$ cat config.mk
export PLATFORM = sky130hd
export DESIGN_NAME = formula_sched
export DESIGN_NICKNAME = d
export VERILOG_FILES = /design/src/rtl/formula_sched_pkg.sv /design/src/rtl/formula_1_impl_1_top.sv /design/src/rtl/formula_1_impl_2_top.sv /design/src/rtl/formula_2_top.sv /design/src/rtl/formula_sched_slot.sv /design/src/rtl/isqrt.sv /design/src/rtl/formula_sched.sv
export SDC_FILE = /design/constraint.sdc
export NUM_CORES = 2
export LEC_CHECK = 0
export BUFFER_PORTS_ARGS = -buffer_cell sky130_fd_sc_hd__buf_2
export CORE_MARGIN = 3
export CORE_UTILIZATION = 25
export DETAILED_ROUTE_END_ITERATION = 8
export HOLD_SLACK_MARGIN = 0.12
export SYNTH_ARGS = -nofsm -noshare
export SYNTH_HDL_FRONTEND = slang
export SYNTH_SLANG_ARGS = --single-unit
$ cat constraint.sdc
create_clock -name clk -period 4.69 [get_ports clk]
set_clock_uncertainty 0.15 [all_clocks]
set_input_delay 0.938 -clock clk [delete_from_list [all_inputs] [get_ports clk]]
set_output_delay 0.938 -clock clk [all_outputs]
set_load 0.02 [all_outputs]
$ cat src/rtl/formula_sched_pkg.sv
// Shared types and helpers for the formula scheduler: slot state encoding and
// modulo pointer arithmetic.
`default_nettype none

package formula_sched_pkg;

  localparam int DATA_W = 32;

  typedef enum logic [1:0] {
    IDLE = 2'd0,
    RUN  = 2'd1,
    DONE = 2'd2
  } slot_state_t;

  function automatic int unsigned ptr_inc(input int unsigned p, input int unsigned n);
    return (p + 1 >= n) ? 0 : p + 1;
  endfunction

endpackage

`default_nettype wire

$ cat src/rtl/formula_1_impl_1_top.sv
// Formula 1 worker, parallel flavour: isqrt(a) + isqrt(b) + isqrt(c) using
// three concurrent root units; result registered, latency 17 cycles.
`default_nettype none

module formula_1_impl_1_top (
  input  logic        clk,
  input  logic        rst,
  input  logic        arg_vld,
  input  logic [31:0] a,
  input  logic [31:0] b,
  input  logic [31:0] c,
  output logic        res_vld,
  output logic [31:0] res
);

  logic        done_a, done_b, done_c;
  logic [15:0] y_a, y_b, y_c;
  logic        res_vld_q;
  logic [31:0] res_q;

  isqrt u_sqrt_a (.clk(clk), .rst(rst), .start_i(arg_vld), .x_i(a), .done_o(done_a), .y_o(y_a));
  isqrt u_sqrt_b (.clk(clk), .rst(rst), .start_i(arg_vld), .x_i(b), .done_o(done_b), .y_o(y_b));
  isqrt u_sqrt_c (.clk(clk), .rst(rst), .start_i(arg_vld), .x_i(c), .done_o(done_c), .y_o(y_c));

  always_ff @(posedge clk) begin
    if (rst) begin
      res_vld_q <= 1'b0;
      res_q     <= '0;
    end else begin
      res_vld_q <= done_a & done_b & done_c;
      if (done_a & done_b & done_c)
        res_q <= {16'd0, y_a} + {16'd0, y_b} + {16'd0, y_c};
    end
  end

  assign res_vld = res_vld_q;
  assign res     = res_q;

endmodule

`default_nettype wire

$ cat src/rtl/formula_1_impl_2_top.sv
// Formula 1 worker, shared flavour: one root unit reused for a, b, c in turn;
// result registered, latency 51 cycles.
`default_nettype none

module formula_1_impl_2_top (
  input  logic        clk,
  input  logic        rst,
  input  logic        arg_vld,
  input  logic [31:0] a,
  input  logic [31:0] b,
  input  logic [31:0] c,
  output logic        res_vld,
  output logic [31:0] res
);

  typedef enum logic [1:0] {W_IDLE = 2'd0, W_A = 2'd1, W_B = 2'd2, W_C = 2'd3} wstate_t;

  wstate_t     st_q;
  logic [31:0] b_q, c_q, acc_q, res_q;
  logic        res_vld_q;
  logic        sq_start, sq_done;
  logic [31:0] sq_x;
  logic [15:0] sq_y;

  assign sq_start = ((st_q == W_IDLE) && arg_vld) ||
                    (sq_done && ((st_q == W_A) || (st_q == W_B)));
  assign sq_x     = (st_q == W_IDLE) ? a : (st_q == W_A) ? b_q : c_q;

  isqrt u_sqrt (.clk(clk), .rst(rst), .start_i(sq_start), .x_i(sq_x), .done_o(sq_done), .y_o(sq_y));

  always_ff @(posedge clk) begin
    if (rst) begin
      st_q      <= W_IDLE;
      b_q       <= '0;
      c_q       <= '0;
      acc_q     <= '0;
      res_q     <= '0;
      res_vld_q <= 1'b0;
    end else begin
      res_vld_q <= 1'b0;
      case (st_q)
        W_IDLE: if (arg_vld) begin
          b_q  <= b;
          c_q  <= c;
          st_q <= W_A;
        end
        W_A: if (sq_done) begin
          acc_q <= {16'd0, sq_y};
          st_q  <= W_B;
        end
        W_B: if (sq_done) begin
          acc_q <= acc_q + {16'd0, sq_y};
          st_q  <= W_C;
        end
        default: if (sq_done) begin
          res_q     <= acc_q + {16'd0, sq_y};
          res_vld_q <= 1'b1;
          st_q      <= W_IDLE;
        end
      endcase
    end
  end

  assign res_vld = res_vld_q;
  assign res     = res_q;

endmodule

`default_nettype wire

$ cat src/rtl/formula_2_top.sv
// Formula 2 worker: isqrt(a + isqrt(b + isqrt(c))) with one chained root unit;
// result registered, latency 51 cycles.
`default_nettype none

module formula_2_top (
  input  logic        clk,
  input  logic        rst,
  input  logic        arg_vld,
  input  logic [31:0] a,
  input  logic [31:0] b,
  input  logic [31:0] c,
  output logic        res_vld,
  output logic [31:0] res
);

  typedef enum logic [1:0] {W_IDLE = 2'd0, W_C = 2'd1, W_B = 2'd2, W_A = 2'd3} wstate_t;

  wstate_t     st_q;
  logic [31:0] a_q, b_q, res_q;
  logic        res_vld_q;
  logic        sq_start, sq_done;
  logic [31:0] sq_x;
  logic [15:0] sq_y;

  assign sq_start = ((st_q == W_IDLE) && arg_vld) ||
                    (sq_done && ((st_q == W_C) || (st_q == W_B)));
  assign sq_x     = (st_q == W_IDLE) ? c :
                    (st_q == W_C)    ? (b_q + {16'd0, sq_y}) :
                                       (a_q + {16'd0, sq_y});

  isqrt u_sqrt (.clk(clk), .rst(rst), .start_i(sq_start), .x_i(sq_x), .done_o(sq_done), .y_o(sq_y));

  always_ff @(posedge clk) begin
    if (rst) begin
      st_q      <= W_IDLE;
      a_q       <= '0;
      b_q       <= '0;
      res_q     <= '0;
      res_vld_q <= 1'b0;
    end else begin
      res_vld_q <= 1'b0;
      case (st_q)
        W_IDLE: if (arg_vld) begin
          a_q  <= a;
          b_q  <= b;
          st_q <= W_C;
        end
        W_C: if (sq_done) st_q <= W_B;
        W_B: if (sq_done) st_q <= W_A;
        default: if (sq_done) begin
          res_q     <= {16'd0, sq_y};
          res_vld_q <= 1'b1;
          st_q      <= W_IDLE;
        end
      endcase
    end
  end

  assign res_vld = res_vld_q;
  assign res     = res_q;

endmodule

`default_nettype wire

$ cat src/rtl/formula_sched_slot.sv
// One scheduler slot: IDLE/RUN/DONE state, captured result, sticky error and
// the worker selected by FORMULA/IMPL.
`default_nettype none

module formula_sched_slot
  import formula_sched_pkg::*;
#(
  parameter int FORMULA = 1,
  parameter int IMPL    = 1
) (
  input  logic        clk,
  input  logic        rst,
  input  logic        start_i,
  input  logic        consume_i,
  input  logic [31:0] a_i,
  input  logic [31:0] b_i,
  input  logic [31:0] c_i,
  output logic        idle_o,
  output logic        done_o,
  output logic        err_o,
  output logic [31:0] res_o
);

  slot_state_t st_q;
  logic [31:0] res_q;
  logic        err_q;
  logic        wrk_vld;
  logic [31:0] wrk_res;

  generate
    if (FORMULA == 2) begin : g_f2
      formula_2_top u_worker (
        .clk(clk), .rst(rst), .arg_vld(start_i), .a(a_i), .b(b_i), .c(c_i),
        .res_vld(wrk_vld), .res(wrk_res));
    end else if (IMPL == 2) begin : g_f1_impl2
      formula_1_impl_2_top u_worker (
        .clk(clk), .rst(rst), .arg_vld(start_i), .a(a_i), .b(b_i), .c(c_i),
        .res_vld(wrk_vld), .res(wrk_res));
    end else begin : g_f1_impl1
      formula_1_impl_1_top u_worker (
        .clk(clk), .rst(rst), .arg_vld(start_i), .a(a_i), .b(b_i), .c(c_i),
        .res_vld(wrk_vld), .res(wrk_res));
    end
  endgenerate

  always_ff @(posedge clk) begin
    if (rst) begin
      st_q  <= IDLE;
      res_q <= '0;
      err_q <= 1'b0;
    end else begin
      case (st_q)
        IDLE:    if (start_i) st_q <= RUN;
        RUN:     if (wrk_vld) begin
          res_q <= wrk_res;
          st_q  <= DONE;
        end
        DONE:    if (consume_i) st_q <= IDLE;
        default: st_q <= IDLE;
      endcase
      // A worker result outside RUN means the slot bookkeeping is broken.
      if (wrk_vld && (st_q != RUN)) err_q <= 1'b1;
    end
  end

  assign idle_o = (st_q == IDLE);
  assign done_o = (st_q == DONE);
  assign err_o  = err_q;
  assign res_o  = res_q;

endmodule

`default_nettype wire

$ cat src/rtl/isqrt.sv
// Sequential 32-bit integer square root, one result bit per cycle.
// done_o pulses 16 cycles after start_i; y_o holds the root until the next start.
`default_nettype none

module isqrt (
  input  logic        clk,
  input  logic        rst,
  input  logic        start_i,
  input  logic [31:0] x_i,
  output logic        done_o,
  output logic [15:0] y_o
);

  logic [31:0] x_q;
  logic [31:0] rem_q;
  logic [15:0] root_q;
  logic [3:0]  cnt_q;
  logic        busy_q;
  logic        done_q;

  logic [33:0] rem_sh;
  logic [31:0] trial;
  logic        fits;

  // Remainder never exceeds 2*root+1, so 32 bits of it are plenty.
  assign rem_sh = {rem_q, x_q[31:30]};
  assign trial  = {14'd0, root_q, 2'b01};
  assign fits   = (rem_sh >= {2'b00, trial});

  always_ff @(posedge clk) begin
    if (rst) begin
      x_q    <= '0;
      rem_q  <= '0;
      root_q <= '0;
      cnt_q  <= '0;
      busy_q <= 1'b0;
      done_q <= 1'b0;
    end else begin
      done_q <= 1'b0;
      if (start_i) begin
        x_q    <= x_i;
        rem_q  <= '0;
        root_q <= '0;
        cnt_q  <= '0;
        busy_q <= 1'b1;
      end else if (busy_q) begin
        x_q    <= {x_q[29:0], 2'b00};
        rem_q  <= fits ? (rem_sh[31:0] - trial) : rem_sh[31:0];
        root_q <= {root_q[14:0], fits};
        cnt_q  <= cnt_q + 4'd1;
        if (cnt_q == 4'd15) begin
          busy_q <= 1'b0;
          done_q <= 1'b1;
        end
      end
    end
  end

  assign done_o = done_q;
  assign y_o    = root_q;

endmodule

`default_nettype wire

$ cat src/rtl/formula_sched.sv
// Round-robin scheduler over N_WORKERS formula workers with in-order result
// return and valid/ready backpressure on both sides.
`default_nettype none

module formula_sched
  import formula_sched_pkg::*;
#(
  parameter int FORMULA   = 1,
  parameter int IMPL      = 1,
  parameter int N_WORKERS = 4
) (
  input  logic                             clk,
  input  logic                             rst,
  input  logic                             arg_vld,
  output logic                             arg_rdy,
  input  logic [31:0]                      a,
  input  logic [31:0]                      b,
  input  logic [31:0]                      c,
  output logic                             res_vld,
  input  logic                             res_rdy,
  output logic [31:0]                      res,
  output logic [$clog2(N_WORKERS+1)-1:0]   inflight,
  output logic                             err
);

  localparam int PTR_W = (N_WORKERS > 1) ? $clog2(N_WORKERS) : 1;
  localparam int CNT_W = $clog2(N_WORKERS + 1);

  logic [PTR_W-1:0]     in_ptr_q, out_ptr_q;
  logic [N_WORKERS-1:0] slot_idle, slot_done, slot_err, slot_start, slot_consume;
  logic [31:0]          slot_res [N_WORKERS];
  logic                 accept, consume;
  logic [CNT_W-1:0]     busy_cnt;

  assign arg_rdy = slot_idle[in_ptr_q];
  assign res_vld = slot_done[out_ptr_q];
  assign res     = slot_res[out_ptr_q];
  assign accept  = arg_vld && arg_rdy;
  assign consume = res_vld && res_rdy;

  generate
    for (genvar k = 0; k < N_WORKERS; k++) begin : g_slot
      assign slot_start[k]   = accept  && (in_ptr_q  == PTR_W'(k));
      assign slot_consume[k] = consume && (out_ptr_q == PTR_W'(k));

      formula_sched_slot #(.FORMULA(FORMULA), .IMPL(IMPL)) u_slot (
        .clk       (clk),
        .rst       (rst),
        .start_i   (slot_start[k]),
        .consume_i (slot_consume[k]),
        .a_i       (a),
        .b_i       (b),
        .c_i       (c),
        .idle_o    (slot_idle[k]),
        .done_o    (slot_done[k]),
        .err_o     (slot_err[k]),
        .res_o     (slot_res[k])
      );
    end
  endgenerate

  always_ff @(posedge clk) begin
    if (rst) begin
      in_ptr_q  <= '0;
      out_ptr_q <= '0;
    end else begin
      if (accept)  in_ptr_q  <= PTR_W'(ptr_inc(32'(in_ptr_q),  N_WORKERS));
      if (consume) out_ptr_q <= PTR_W'(ptr_inc(32'(out_ptr_q), N_WORKERS));
    end
  end

  always_comb begin
    busy_cnt = '0;
    for (int k = 0; k < N_WORKERS; k++)
      busy_cnt = busy_cnt + CNT_W'(!slot_idle[k]);
  end

  assign inflight = busy_cnt;
  assign err      = |slot_err;

endmodule

`default_nettype wire

======== Word-level counts from Yosys, hierarchy flattened ========
Cells that the tools add are included.
storage, ports and cells
  ROM bits ................................ 0
  register bits after elaboration ......... 1308
  memories ................................ 0
  RAM bits ................................ 0
  input bits .............................. 100
  logic and storage cells ................. 381
  latch bits .............................. 0
cells by class
  divide/modulo/power cells ............... 0
  add/sub/neg operators ................... 37
  eq/ne operators ......................... 42
  reduce and logical (&&, ||, !) cells .... 61
  multiplexer cells ....................... 109
  magnitude comparators ................... 17
  multiply operators ...................... 0
  shifts and indexed selects .............. 0
  bitwise logic cells ..................... 21
operator list
  kind                   count
  $mux W32               38
  $ge A34 B18 Y1         12
  $sub A32 B18 Y32       12
  $add A17 B16 Y18       4
  $add A16 B16 Y17       4
  $bmux W32 S2           1
  $mux W1                50
  $add A4 B1 Y4 const B  12
  $eq A4 B4 Y1 const B   12
  $reduce_or A3 Y1       12
  $mux W2                14
  $pmux W2 S3            4
  $reduce_bool A2 Y1     12
  $eq A2 B2 Y1 const B   8
  $ne A2 B1 Y1 const B   8
  $ne A2 B2 Y1 const B   8
  $logic_and A1 B1 Y1    14
  $eq A2 B1 Y1 const B   6
  $logic_not A2 Y1       6
  $not A1 Y1             12
  $reduce_and A3 Y1      4
  $ge A3 B3 Y1 const B   3
  $and A1 B1 Y1          8
  $reduce_and A2 Y1      4
  other kinds (10)       19

======== Longest topological paths before layout ========
  word-level depth ........................ 7
  depth in mapped cells ................... 14

======== Hierarchy ========
A second synthesis with hierarchy kept.
second synthesis, totals
  cells, all modules ...................... 8679
  area, all modules ....................... 70878.0 µm²
by module, submodules not included
  module                                                           instances  area each (µm²)  cells each
  isqrt                                                            12         4729.5           592
  formula_sched_slot                                               4          1283.7           154
  formula_1_impl_1_top (g_slot[0].u_slot.g_f1_impl1.u_worker ...)  2          1923.1           217
  formula_1_impl_1_top (g_slot[2].u_slot.g_f1_impl1.u_worker ...)  2          1908.1           213
  formula_sched                                                    1          1326.3           99

======== Least setup slack after synthesis ========
OpenSTA, ideal clock, no wires.
  path kind ............................... register to register
  from .................................... register g_slot[0].u_slot.g_f1_impl1.u_worker.u_sqrt_a.root_q[2]
  to ...................................... register g_slot[0].u_slot.g_f1_impl1.u_worker.res_q[16]
  slack ................................... 1.200 ns
  library setup time ...................... 0.114 ns
  cell stages (with the launch flop) ...... 12
  arrival time ............................ 3.226 ns
  buffers on the path ..................... 0
  clock period less this slack ............ 3.490 ns
  path through ............................ dfxtp_1 fa_1 ha_1 a211oi_1 o21ai_0 a221o_1 nor4_1 nor3_1 a2111oi_0 a21oi_1 xor2_1 a21o_1
on the way
  cells in the longest elaborated chain, start to end .. 2
RTL lines
  element                   line                        text
  start: declaration        isqrt.sv:16                 logic [15:0] root_q;
  start signal: assignment  isqrt.sv:49                 root_q <= {root_q[14:0], fits};
  $add A16 B16 Y17          formula_1_impl_1_top.sv:32  res_q <= {16'd0, y_a} + {16'd0, y_b} + {16'd0, y_c};
  $add A17 B16 Y18          formula_1_impl_1_top.sv:32
  end signal: assignment    formula_1_impl_1_top.sv:32
  end: declaration          formula_1_impl_1_top.sv:19  logic [31:0] res_q;
No other way between the ends.
A chain may end at the register's enable or synchronous reset.

======== Worst setup path after layout ========
Same ends and word-level chain as after synthesis.

==> summary.txt <==
Status
  • Outcome: finished clean

Global routing
  • First-pass GRT wire length: 280300 um
  • Initial antenna violation count: 19
  • Vias in the first global route: 51490
  • Largest net degree at the start of global routing: 156
  • Global-route usage over all layers: 12.70%
  • Gr ovfl total: 0

Synth
  • Syn Std Cell Area: 64980 um2
  • Library cells used by synthesis: 83
  • Seq/Total Area, Yosys: 36.85%
  • Syn. warnings: 0
  • Area share of the largest cell type after synthesis: 36.85%
  • Synthesized instance count: 7688
  • Synth Register Bits: 1196
  • Largest cells by area after synthesis: dfxtp_1 (37%), mux2i_1 (9.6%), nor2_1 (6.5%)
  • Top_reg_cell synth: dfxtp_1
  • Synthesized area per cell: 8.452 um2
  • Post-synth top area cell: dfxtp_1
  • Number of flops mapped to enable cells by yosys: 0
  • Post-synthesis async set-or-reset flop share: 0%

Critical path
  • CP Class: flip-flop to flip-flop
  • CP Launch Type: flip-flop
  • Critical path endpoint category: flip-flop
  • CP Max Fanout: 4
  • Worst EP arrival: 4.43 ns
  • Data required, critical path: 5.18 ns
  • R2R depth: 11

STA
  • Min Tclk post-route: 3.940 ns
  • Hold slack final: 0.3013 ns
  • # setup viols final: 0
  • Slew HR: 22.91%
  • Number of hold violations in the final report: 0
  • Fmax: 253.8 MHz
  • RSZ-0062 raised after global routing: no
  • Period utilisation layout: 84.01%
  • Slew Viols, Final: 0
  • Fin Setup TNS: 0 ns
  • Transition time at the pin with the least slew margin: 1.152 ns

Floorplanning
  • IO Pins: 138
  • Chip width: 515.8 um
  • Die ar.: 266100 um2
  • # rows: 186
  • Core area: 257600 um2
  • Die Span Y: 515.8 um
  • Starting Density: 25.22%

Pwr
  • Total Power Consumption: 32160 uW
  • VDD IR-drop max: 303.6 uV
  • Cell Pwr Density: 436.6 nW/um2
  • Leakage: 0.02717 uW

Clocking
  • H-tree levels: 4
  • CTS Buffer Depth: 3
  • Clock-pin slew on the worst setup and hold paths: 0.06 ns
  • Resized cells post-CTS: 0
  • CTS sink cnt: 1196
  • CTS tree: yes
  • Num CTS Buffers: 141
  • Post-CTS setup buffer count: 0
  • Clk root buf: clkbuf_16
  • Hold Buf Count CTS: 0
  • Clock Latency Late Sink: 0.79 ns

Drt
  • Initial DRC count: 3422
  • Number of antenna-violating nets in the routed design: 0
  • Wirelength per Cell: 15.77 um
  • Routed WL: 174400 um
  • DR vias/cell: 4.865
  • Vias: 53820
  • Metal2 WL: 81030 um
  • DR top layer: met5
  • DRT met1 WL: 81590 um
  • Number of remaining DRC errors: 0
  • Met3 wire length: 7349 um
  • DR pass1 iterations: 6

Final layout
  • Final nets: 8032
  • Layout cells sized above 1: 6.728%
  • Area Growth Syn to Fin: 13.36%

Placed design
  • Post-DP HPWL: 124500 um
  • IO buf count: 123
  • Gpl congestion: 0.8651

Hold path
  • Hold Path Class: flip-flop to flip-flop
  • Hold path cells: 2

Run
  • Number of max-cap violations: 0
## through the flow
stage / std cells / area [um2] / setup WS [ns] / util, %
global route: 11060 / 73640 / 0.5445 / 28.59
global placement: 10810 / 68810 / 0.6173 / 26.71
floorplan: 7701 / 65030 / 1.200 / -
detailed placement: 10810 / 68810 / 0.7899 / 26.71
CTS: 11050 / 73640 / 0.7207 / 28.58
finish: 11060 / 73660 / 0.7499 / 28.59
## routing by layer
layer	global-route usage [%]	up-vias
met5	0	-
met4	3.553	8
met3	2.095	252
met2	21.15	1003
met1	16.85	25520
li1	-	27040
## sequential cells by signal, summed over array words and instances (netlist names), 8 cells and up
signal	count
g_slot.u_slot.g_f1_impl1.u_worker.res	72
g_slot.u_slot.g_f1_impl1.u_worker.u_sqrt_c.x_q	128
g_slot.u_slot.g_f1_impl1.u_worker.u_sqrt_b.rem_q	128
g_slot.u_slot.st_q	8
g_slot.u_slot.res_o	72
g_slot.u_slot.g_f1_impl1.u_worker.u_sqrt_b.x_q	128
g_slot.u_slot.g_f1_impl1.u_worker.u_sqrt_c.y_o	64
g_slot.u_slot.g_f1_impl1.u_worker.u_sqrt_b.y_o	64
g_slot.u_slot.g_f1_impl1.u_worker.u_sqrt_c.rem_q	128
g_slot.u_slot.g_f1_impl1.u_worker.u_sqrt_a.x_q	128
g_slot.u_slot.g_f1_impl1.u_worker.u_sqrt_a.rem_q	128
g_slot.u_slot.g_f1_impl1.u_worker.u_sqrt_b.cnt_q	16
g_slot.u_slot.g_f1_impl1.u_worker.u_sqrt_c.cnt_q	16
g_slot.u_slot.g_f1_impl1.u_worker.u_sqrt_a.cnt_q	16
g_slot.u_slot.g_f1_impl1.u_worker.u_sqrt_a.y_o	64
## cell families (layout without fill, tap and decap cells)
group,count (synthesis),count (layout),share of synthesized area (%)
flip-flops,1196,1196,36.85
AND/OR/NAND/NOR,2362,2362,16.21
AO/OA/AOI/OAI,1969,1969,19.04
XOR/XNOR,390,390,5.257
multiplexers,642,642,10.26
other,1,23,0.005771
adder cells (fa/ha/maj),368,368,7.883
buffers and inverters,760,729,4.504
## cells in the final DEF (no fill, tap or decap), drive strengths merged, types with 50 or more instances in the layout
master | netlist | layout
a21o | 88 | 88
nand2b | 58 | 58
dfxtp | 1196 | 1196
a21oi | 615 | 615
nor2 | 1118 | 1118
or3 | 50 | 50
buf | 46 | 205
nand3 | 90 | 90
clkbuf | 439 | 198
ha | 299 | 299
xnor2 | 240 | 240
nor3 | 139 | 139
mux2i | 621 | 621
nand4 | 50 | 50
a211oi | 528 | 528
nor4 | 52 | 52
nor2b | 53 | 53
nand2 | 561 | 561
o21ai | 414 | 414
fa | 69 | 69
xor2 | 150 | 150
inv | 274 | 278
o211ai | 53 | 53
## layout make-up
cell class,count,area (um2)
fillers,27110,184000
multi-input cells,5745,38250
flip-flops and latches,1196,23990
well taps,3384,4234
clock buffers,198,4003
repair buffers,205,1304
inverters,275,1032
clock inverters,51,828.3
diodes,9,22.52
## final timing paths
kind / startpoint / to / slack, ns
min: g_slot[2].u_slot.g_f1_impl1.u_worker.res[3]$_SDFFE_PP0P_ / g_slot[2].u_slot.res_o[3]$_SDFFE_PP0P_ / 0.30
min reg2reg: g_slot[2].u_slot.g_f1_impl1.u_worker.res[3]$_SDFFE_PP0P_ / g_slot[2].u_slot.res_o[3]$_SDFFE_PP0P_ / 0.30
max reg2reg: flip-flop / g_slot[0].u_slot.g_f1_impl1.u_worker.res[16]$_SDFFE_PP0P_ / 0.75
max: flip-flop / g_slot[0].u_slot.g_f1_impl1.u_worker.res[16]$_SDFFE_PP0P_ / 0.75
## critical path: stages (launching register included)
cell       delay [ns]
dfxtp_1          0.35
fa_1             0.54
ha_1             0.33
a211oi_1         0.27
o21ai_0          0.19
a221o_1          0.36
nor4_1           0.27
nor3_1           0.12
a2111oi_0        0.69
a21oi_1          0.18
xor2_1           0.18
a21o_1           0.19
## cells in the mapped netlist, types with 69 or more instances
cell,number
dfxtp_1,1196
nor2_1,1118
inv_1,274
clkbuf_1,439
mux2i_1,621
xor2_1,150
nand3_1,89
o21ai_0,405
a211oi_1,528
nor3_1,136
a21oi_1,615
xnor2_1,240
a21o_1,88
fa_1,69
ha_1,299
nand2_1,561
## power breakdown
| group | internal (uW) | switching, uW |
|---|---|---|
| sequential | 10700 | 684 |
| clock | 6600 | 4700 |
| combinational | 3960 | 5470 |
| total | 21300 | 10800 |
Note: power is estimated with default switching activity, not from simulation.
